==> src/rtl/panel_scan_ctrl.sv <==
// panel_scan_ctrl: round-robin scanner for a daisy-chained 74HC595 panel with double-buffered slot data.
// Optional macro PANEL_BLANK_EN: drive oe_n high outside the HOLD dwell so shifting is never visible.
module panel_scan_ctrl #(
    parameter int unsigned WIDTH       = 32,
    parameter int unsigned NDEV        = 2,
    parameter int unsigned HOLD_CYCLES = 64,
    localparam int unsigned SEL_W      = (NDEV > 1) ? $clog2(NDEV) : 1
) (
    input  logic                    clk_i,
    input  logic                    rst_ni,
    input  logic                    enable_i,
    input  logic                    load_i,
    input  logic [NDEV*WIDTH-1:0]   data_in_i,
    output logic                    ser_o,
    output logic                    shcp_o,
    output logic                    stcp_o,
    output logic                    oe_n_o,
    output logic [SEL_W-1:0]        dev_sel_o,
    output logic                    busy_o,
    output logic                    frame_done_o
);

    localparam int unsigned NW     = NDEV * WIDTH;
    localparam int unsigned BIT_W  = $clog2(NW + 1);
    localparam int unsigned HOLD_W = $clog2(HOLD_CYCLES + 1);

    typedef enum logic [1:0] {ST_IDLE, ST_SHIFT, ST_LATCH, ST_HOLD} state_e;

    state_e            state_q, state_d;
    logic [BIT_W-1:0]  bit_q, bit_d;
    logic              phase_q, phase_d;
    logic [HOLD_W-1:0] hold_q, hold_d;
    logic [NW-1:0]     pend_q, pend_d;
    logic [NW-1:0]     act_q, act_d;
    logic [NW-1:0]     shreg_q, shreg_d;
    logic [SEL_W-1:0]  dev_sel_q, dev_sel_d;
    logic              ser_q, ser_d;
    logic              shcp_q, shcp_d;
    logic              stcp_q, stcp_d;
    logic              oe_n_q, oe_n_d;
    logic              busy_q, busy_d;
    logic              fd_q, fd_d;
`ifndef PANEL_BLANK_EN
    logic              shown_q, shown_d;
`endif
    logic              start_c;
    logic [SEL_W-1:0]  start_slot_c;
    logic [SEL_W-1:0]  slot_nxt_c;

    // Next-state and registered-output decode; outputs follow the state being entered.
    always_comb begin
        state_d      = state_q;
        bit_d        = bit_q;
        phase_d      = phase_q;
        hold_d       = hold_q;
        pend_d       = load_i ? data_in_i : pend_q;
        act_d        = act_q;
        shreg_d      = shreg_q;
        dev_sel_d    = dev_sel_q;
        start_c      = 1'b0;
        start_slot_c = dev_sel_q;
        slot_nxt_c   = (dev_sel_q == SEL_W'(NDEV - 1)) ? '0 : dev_sel_q + SEL_W'(1);

        case (state_q)
            ST_IDLE: begin
                if (enable_i) start_c = 1'b1;
            end
            ST_SHIFT: begin
                if (!phase_q) begin
                    phase_d = 1'b1;
                end else begin
                    phase_d = 1'b0;
                    if (bit_q == BIT_W'(NW - 1)) begin
                        state_d = ST_LATCH;
                    end else begin
                        bit_d   = bit_q + BIT_W'(1);
                        shreg_d = {shreg_q[NW-2:0], 1'b0};
                    end
                end
            end
            ST_LATCH: begin
                state_d = ST_HOLD;
                hold_d  = HOLD_W'(HOLD_CYCLES - 1);
            end
            ST_HOLD: begin
                if (hold_q == '0) begin
                    dev_sel_d    = slot_nxt_c;
                    start_slot_c = slot_nxt_c;
                    if (enable_i) start_c = 1'b1;
                    else          state_d = ST_IDLE;
                end else begin
                    hold_d = hold_q - HOLD_W'(1);
                end
            end
            default: state_d = ST_IDLE;
        endcase

        // Frame boundary: promote pending data and build the one-hot-slot chain image.
        if (start_c) begin
            state_d = ST_SHIFT;
            bit_d   = '0;
            phase_d = 1'b0;
            act_d   = pend_d;
            for (int unsigned k = 0; k < NDEV; k++) begin
                shreg_d[k*WIDTH +: WIDTH] = (SEL_W'(k) == start_slot_c) ? act_d[k*WIDTH +: WIDTH] : '0;
            end
        end

        ser_d  = (state_d == ST_SHIFT) ? shreg_d[NW-1] : 1'b0;
        shcp_d = (state_d == ST_SHIFT) && phase_d;
        stcp_d = (state_d == ST_LATCH);
        busy_d = (state_d != ST_IDLE);
        fd_d   = (state_d == ST_HOLD) && (hold_d == '0);
`ifdef PANEL_BLANK_EN
        oe_n_d = (state_d != ST_HOLD);
`else
        shown_d = shown_q | stcp_d;
        oe_n_d  = !shown_d;
`endif
    end

    always_ff @(posedge clk_i or negedge rst_ni) begin
        if (!rst_ni) begin
            state_q   <= ST_IDLE;
            bit_q     <= '0;
            phase_q   <= 1'b0;
            hold_q    <= '0;
            pend_q    <= '0;
            act_q     <= '0;
            shreg_q   <= '0;
            dev_sel_q <= '0;
            ser_q     <= 1'b0;
            shcp_q    <= 1'b0;
            stcp_q    <= 1'b0;
            oe_n_q    <= 1'b1;
            busy_q    <= 1'b0;
            fd_q      <= 1'b0;
`ifndef PANEL_BLANK_EN
            shown_q   <= 1'b0;
`endif
        end else begin
            state_q   <= state_d;
            bit_q     <= bit_d;
            phase_q   <= phase_d;
            hold_q    <= hold_d;
            pend_q    <= pend_d;
            act_q     <= act_d;
            shreg_q   <= shreg_d;
            dev_sel_q <= dev_sel_d;
            ser_q     <= ser_d;
            shcp_q    <= shcp_d;
            stcp_q    <= stcp_d;
            oe_n_q    <= oe_n_d;
            busy_q    <= busy_d;
            fd_q      <= fd_d;
`ifndef PANEL_BLANK_EN
            shown_q   <= shown_d;
`endif
        end
    end

    assign ser_o        = ser_q;
    assign shcp_o       = shcp_q;
    assign stcp_o       = stcp_q;
    assign oe_n_o       = oe_n_q;
    assign dev_sel_o    = dev_sel_q;
    assign busy_o       = busy_q;
    assign frame_done_o = fd_q;

endmodule

==> config.mk <==
export PLATFORM = sky130hd
export DESIGN_NAME = panel_scan_ctrl
export DESIGN_NICKNAME = d
export VERILOG_FILES = /design/src/rtl/panel_scan_ctrl.sv
export SDC_FILE = /design/constraint.sdc
export NUM_CORES = 1
export LEC_CHECK = 0
export ABC_AREA = 1
export CAP_MARGIN = 20
export CORE_MARGIN = 2
export CORE_UTILIZATION = 51
export DETAILED_ROUTE_END_ITERATION = 16
export GPL_TIMING_DRIVEN = 0
export PLACE_DENSITY_LB_ADDON = 0.15
export SLEW_MARGIN = 10
export SYNTH_ARGS = -nofsm -noshare
export SYNTH_HDL_FRONTEND = slang
export SYNTH_SLANG_ARGS = --single-unit
==> constraint.sdc <==
create_clock -name clk_i -period 2.1 [get_ports clk_i]
set_clock_uncertainty 0.05 [all_clocks]
set_input_delay 0.315 -clock clk_i [delete_from_list [all_inputs] [get_ports clk_i]]
set_output_delay 0.315 -clock clk_i [all_outputs]
set_load 0.01 [all_outputs]
=== Yosys cells after proc, flatten, opt, wreduce, memory -nomap -nowiden ===
Cells that the tools add are included.

* Input bits: 68
* Register bits: 153
* Word-level logic and storage cells: 66

* Multiplexer cells: 29
* Equal/unequal tests: 8
* $add $sub $neg: 3
* Reductions and logical operators: 10
* Bitwise operators: 1

{| class="wikitable"
|+ Operators with widths
! kind !! count
|-
| $mux W64 || 5
|-
| $mux W32 || 2
|-
| $mux W7 || 5
|-
| $logic_not A7 Y1 || 2
|-
| $pmux W7 S2 || 1
|-
| $mux W2 || 5
|-
| $mux W1 || 9
|-
| $eq A2 B2 Y1 const B || 4
|-
| $add A7 B1 Y7 const B || 1
|-
| $eq A7 B6 Y1 const B || 1
|-
| $sub A7 B1 Y7 const B || 1
|-
| $pmux W2 S3 || 1
|-
| $reduce_bool A2 Y1 || 3
|-
| $eq A2 B1 Y1 const B || 2
|-
| $reduce_and A3 Y1 || 1
|-
| $logic_and A1 B1 Y1 || 2
|-
| $logic_not A2 Y1 || 1
|-
| $ne A2 B2 Y1 const B || 1
|-
| $pmux W1 S2 || 1
|-
| $add A1 B1 Y1 const B || 1
|-
| $logic_not A1 Y1 || 1
|-
| $or A1 B1 Y1 || 1
|}

=== Longest topological paths before layout ===
* Depth after elaboration: 8
* Depth in mapped cells: 13
* Gate-level depth less buffers: 13

=== Worst setup path before layout ===
No wires, ideal clock.

* Kind: register to register
* From: reg hold_q[0]
* To: reg shreg_q[10]
* Clock period less this slack: 1,942 ps
* Stages on the path, launching flop included: 10
* Buffers on the path: 1
* Slack: 158 ps
* Data arrival time: 1,805 ps
* Cells stage by stage: dfrtp_1 inv_1 ha_1 inv_1 nor2_1 nand4_4 xor2_1 clkbuf_1 nand3_1 o211ai_1

* Longest elaborated chain between the ends: 5
* Elaborated cells between the ends (all ways): 11
* Classes of those cells: eq/ne: 1; mux: 6; reduce/logical: 4

{| class="wikitable"
|+ RTL lines
! item !! line !! text
|-
| start, declared || 32 || <nowiki>logic [HOLD_W-1:0] hold_q, hold_d;</nowiki>
|-
| start signal, assigned || 145 || <nowiki>hold_q <= hold_d;</nowiki>
|-
| $logic_not A7 Y1 * || 86 || <nowiki>if (hold_q == '0) begin</nowiki>
|-
| $mux W1 || 86 ||
|-
| $pmux W1 S2 or $mux W1 (tied branches) || 64 || <nowiki>case (state_q)</nowiki>
|-
| $ne A2 B2 Y1 (no line) (tied with other cells) || - ||
|-
| $reduce_and A3 Y1 (no line) or $mux W64 (tied branches) || - ||
|-
| end signal, assigned || 148 || <nowiki>shreg_q <= shreg_d;</nowiki>
|-
| end, declared || 35 || <nowiki>logic [NW-1:0] shreg_q, shreg_d;</nowiki>
|}

Every way passes the cells marked *; elsewhere a longest branch is shown, timed or not.
A chain may end at the register's enable or synchronous reset.

=== Final worst setup path ===
* From: reg state_q[0]
* To: reg shreg_q[50]

* Longest elaborated chain between the ends: 4
* Elaborated cells between the ends (all ways): 11
* Classes of those cells: eq/ne: 3; mux: 4; reduce/logical: 4

{| class="wikitable"
|+ RTL lines
! item !! line !! text
|-
| start, declared || 29 || <nowiki>state_e state_q, state_d;</nowiki>
|-
| start signal, assigned || 142 || <nowiki>state_q <= state_d;</nowiki>
|-
| $eq A2 B2 Y1 or $logic_not A2 Y1 (tied branches) || 64 ||
|-
| $pmux W1 S2 or $mux W1 (tied branches) || 64 ||
|-
| $ne A2 B2 Y1 (no line) (tied with other cells) || - ||
|-
| $reduce_and A3 Y1 (no line) or $mux W64 (tied branches) || - ||
|}

Several ways; a longest one is shown, not always the timed one.

==> results.json <==
{
  "status": "finished clean",
  "fmaxAchievable_mhz": 496.3,
  "crit_top_cell": "buf_4",
  "viasPerCell": 5.488,
  "slowest_delay_ps": 430,
  "port_buffers": 73,
  "leakage_uw": 0.003747,
  "fp.coreArea_sq_mm": 0.01319,
  "hold_viol": 0,
  "vdd.ir_drop.worst_uv": 503.4,
  "power_density_mw_per_mm2": 776.0,
  "cts_tree": "yes",
  "clockBufferDepth": 2,
  "wl_met2_um": 7723,
  "cp.arrival_ps": 2310,
  "detailed_place_hpwl_um": 10720,
  "num_vias": 5345,
  "grt_pass1_vias": 5379,
  "initial_core_util_pct": 52.16,
  "fillCellCount": 1018,
  "max_slew_margin_pct": 55.80,
  "hp-class": "input pin to asynchronous set/reset pin",
  "critPathKind": "flip-flop to flip-flop",
  "first_pass_iters": 5,
  "nets": 861,
  "maxCapViolations": 0,
  "drtIter0Drc": 437,
  "dp_slack_ps": -454.0,
  "drive_above_1_share_pct": 22.18,
  "rows": 42,
  "slowest_stage": "dfrtp_1",
  "routabilityCongestion": 0.8652,
  "route.detailed.drc": 0,
  "crit_path_start_kind": "flip-flop",
  "timing.rr.end": "shreg_q[50]",
  "path_cells": "ha_1, buf_4, nand4_4, buf_4, xnor2_4, buf_12, buf_6, nand3_1, o211ai_1",
  "clkTransAtPathRegs_ps": 60,
  "setup_viol": 0,
  "clk_latency_ps": 430,
  "total_power_uw": 6880,
  "wl_met1_um": 7288,
  "async_reset_ff_share_pct": 100.0,
  "ant_nets": 0,
  "grtUsageTotal_pct": 23.69,
  "yosys_warnings": 0,
  "final_cell_mix": "152 x dfrtp_1, 112 x nand3_1, 72 x nand2_1, 72 x clkdlybuf4s50_1, 65 x inv_1",
  "r2r-start": "state_q[0]",
  "numCtsBuffers": 17,
  "synth_edf_count": 0,
  "slew_viol_final": 0,
  "antenna_found_initial": 0,
  "worst_pin_slew_ps": 663.0,
  "r2r_cells": 9,
  "grt_pass1_wl_um": 26650,
  "synthCells": 675,
  "area_growth_pct": 28.86,
  "cts_sinks": 153,
  "dieArea_sq_mm": 0.01444,
  "reg2reg_slack_ps": 90,
  "routed_wl_um": 16290,
  "syn_area_per_cell_sq_um": 10.19,
  "synth_seq_cells": 153,
  "cp_max_fo": 10,
  "finalCritPeriodShare_pct": 95.95,
  "overflow": 0,
  "die_w_um": 120.2,
  "layout_commonest_cell": "dfrtp_1",
  "antennaDiodeCount": 0,
  "grt_start_max_net_pins": 114,
  "ys_types": 30,
  "crit_path_start": "state_q[0]",
  "drt-wirelength-per-cell_um": 16.72,
  "syn_nets": 751,
  "fin_crit_ps": 2015,
  "endpoint": "shreg_q[50]",
  "required_ps": 2390,
  "timing.final.ws_setup_ps": 85.01,
  "yosys_most_used_dff": "dfrtp_1",
  "critical_path.endpoint_type": "flip-flop",
  "ys_seq_area_share_pct": 55.66,
  "tns_ps": 0,
  "dieHeight_um": 120.2,
  "syn_area_sq_mm": 0.006880,
  "ios": 75,
  "top_layer": "met4",
  "cts_root_buf": "clkbuf_16",
  "grt_setup_unrepaired": "true",
  "route.met3.wl_um": 960,
  "htreeDepth": 4
}
state kept, by name (all words and copies together), names as in the netlist:
register	count
pend_q	64
shreg_q	64
bit_q	7
hold_q	7
state_q	2
busy_o	1
dev_sel_o	1
frame_done_o	1
oe_n_o	1
phase_q	1
ser_o	1
shcp_o	1
shown_q	1
stcp_o	1
metrics by stage:
step | util (%) | instances | hold slack, ps | area [sq um]
finish | 67.22 | 974 | 306.9 | 8866
global placement | 59.37 | 924 | 397.0 | 7831
detailed placement | 59.62 | 925 | 168.3 | 7864
floorplan | - | 675 | -30.59 | 6880
CTS | 65.64 | 963 | 323.3 | 8658
global route | 67.22 | 974 | 332.4 | 8866
Yosys cell counts (2+ instances only):
cell type	instances	area share, %
nand2_1	75	4.1
a211oi_1	2	0.22
dfrtp_1	152	55
nand3_1	114	8.3
inv_1	68	3.7
ha_1	8	1.5
clkbuf_1	16	0.87
nor2_2	2	0.18
buf_2	18	1.3
xor2_1	4	0.51
o21ai_0	68	4.9
xnor2_1	2	0.25
nand4_1	3	0.27
nor2_1	25	1.4
buf_6	6	0.98
o211ai_1	30	3.3
mux2_2	64	10
a21oi_1	6	0.44
cells by family (layout without fill, tap and decap cells):
logic type | count (synthesis) | in the layout | synth area share (%)
fa+ha+maj | 8 | 8 | 1.455
xor+xnor | 6 | 6 | 0.7638
buf+inv | 110 | 233 | 7.074
simple gates | 225 | 225 | 15.04
mux | 64 | 64 | 10.47
compound gates | 109 | 109 | 9.529
flops | 153 | 153 | 55.66
how the worst min path moves through the flow:
stage / from / to / slack (ps) / cells after the start
after floorplan: rst_ni / bit_q[0] / -30 / 0
after global placement: shown_q / shown_q / 400 / 2
after detailed placement: rst_ni / hold_q[3] / 170 / 1
after CTS: rst_ni / hold_q[1] / 320 / 2
after global routing: rst_ni / hold_q[2] / 330 / 2
final: rst_ni / hold_q[1] / 310 / 2
power breakdown:
| part | internal, uW | switching [uW] | total (uW) |
|---|---|---|---|
| clock | 2170 | 1200 | 3370 |
| combinational | 230 | 181 | 411 |
| sequential | 3070 | 28.8 | 3100 |
metal layers:
metal  vias up  global-route usage [%]
met5         -                       0
met4         0                   9.191
met3        29                   6.131
met2       170                   35.33
met1      2637                   33.26
li1       2509                       -
final cells by class:
| cell class | instances | area (sq um) | area share (%) |
|---|---|---|---|
| repair buffers | 91 | 943.4 | 10.64 |
| clock inverters | 12 | 195.2 | 2.202 |
| plain buffers | 41 | 312.8 | 3.528 |
| inverters | 69 | 264.0 | 2.978 |
| well taps | 176 | 220.2 | 2.484 |
| clock buffers | 20 | 456.7 | 5.151 |
| multi-input cells | 412 | 2644 | 29.82 |
| flip-flops and latches | 153 | 3830 | 43.20 |
timing repair:
item / CTS / global route
gates cloned: 0 / 4
endpoints found under the hold margin: 40 / 0
hold buffers: 1 / 0
buffers inserted: 5 / 7
resized for setup: 28 / 52
pin swaps: 3 / 4
endpoints found under the setup margin: 78 / 79
critical path, delay by kind of cell, from the launching register on:
| kind | cells | cell delay (ps) |
|---|---|---|
| compound gates | 1 | 120 |
| xor+xnor | 1 | 180 |
| fa+ha+maj | 1 | 170 |
| buf+inv | 4 | 670 |
| flops | 1 | 430 |
| simple gates | 2 | 300 |
Note: power is estimated with default switching activity, not from simulation.
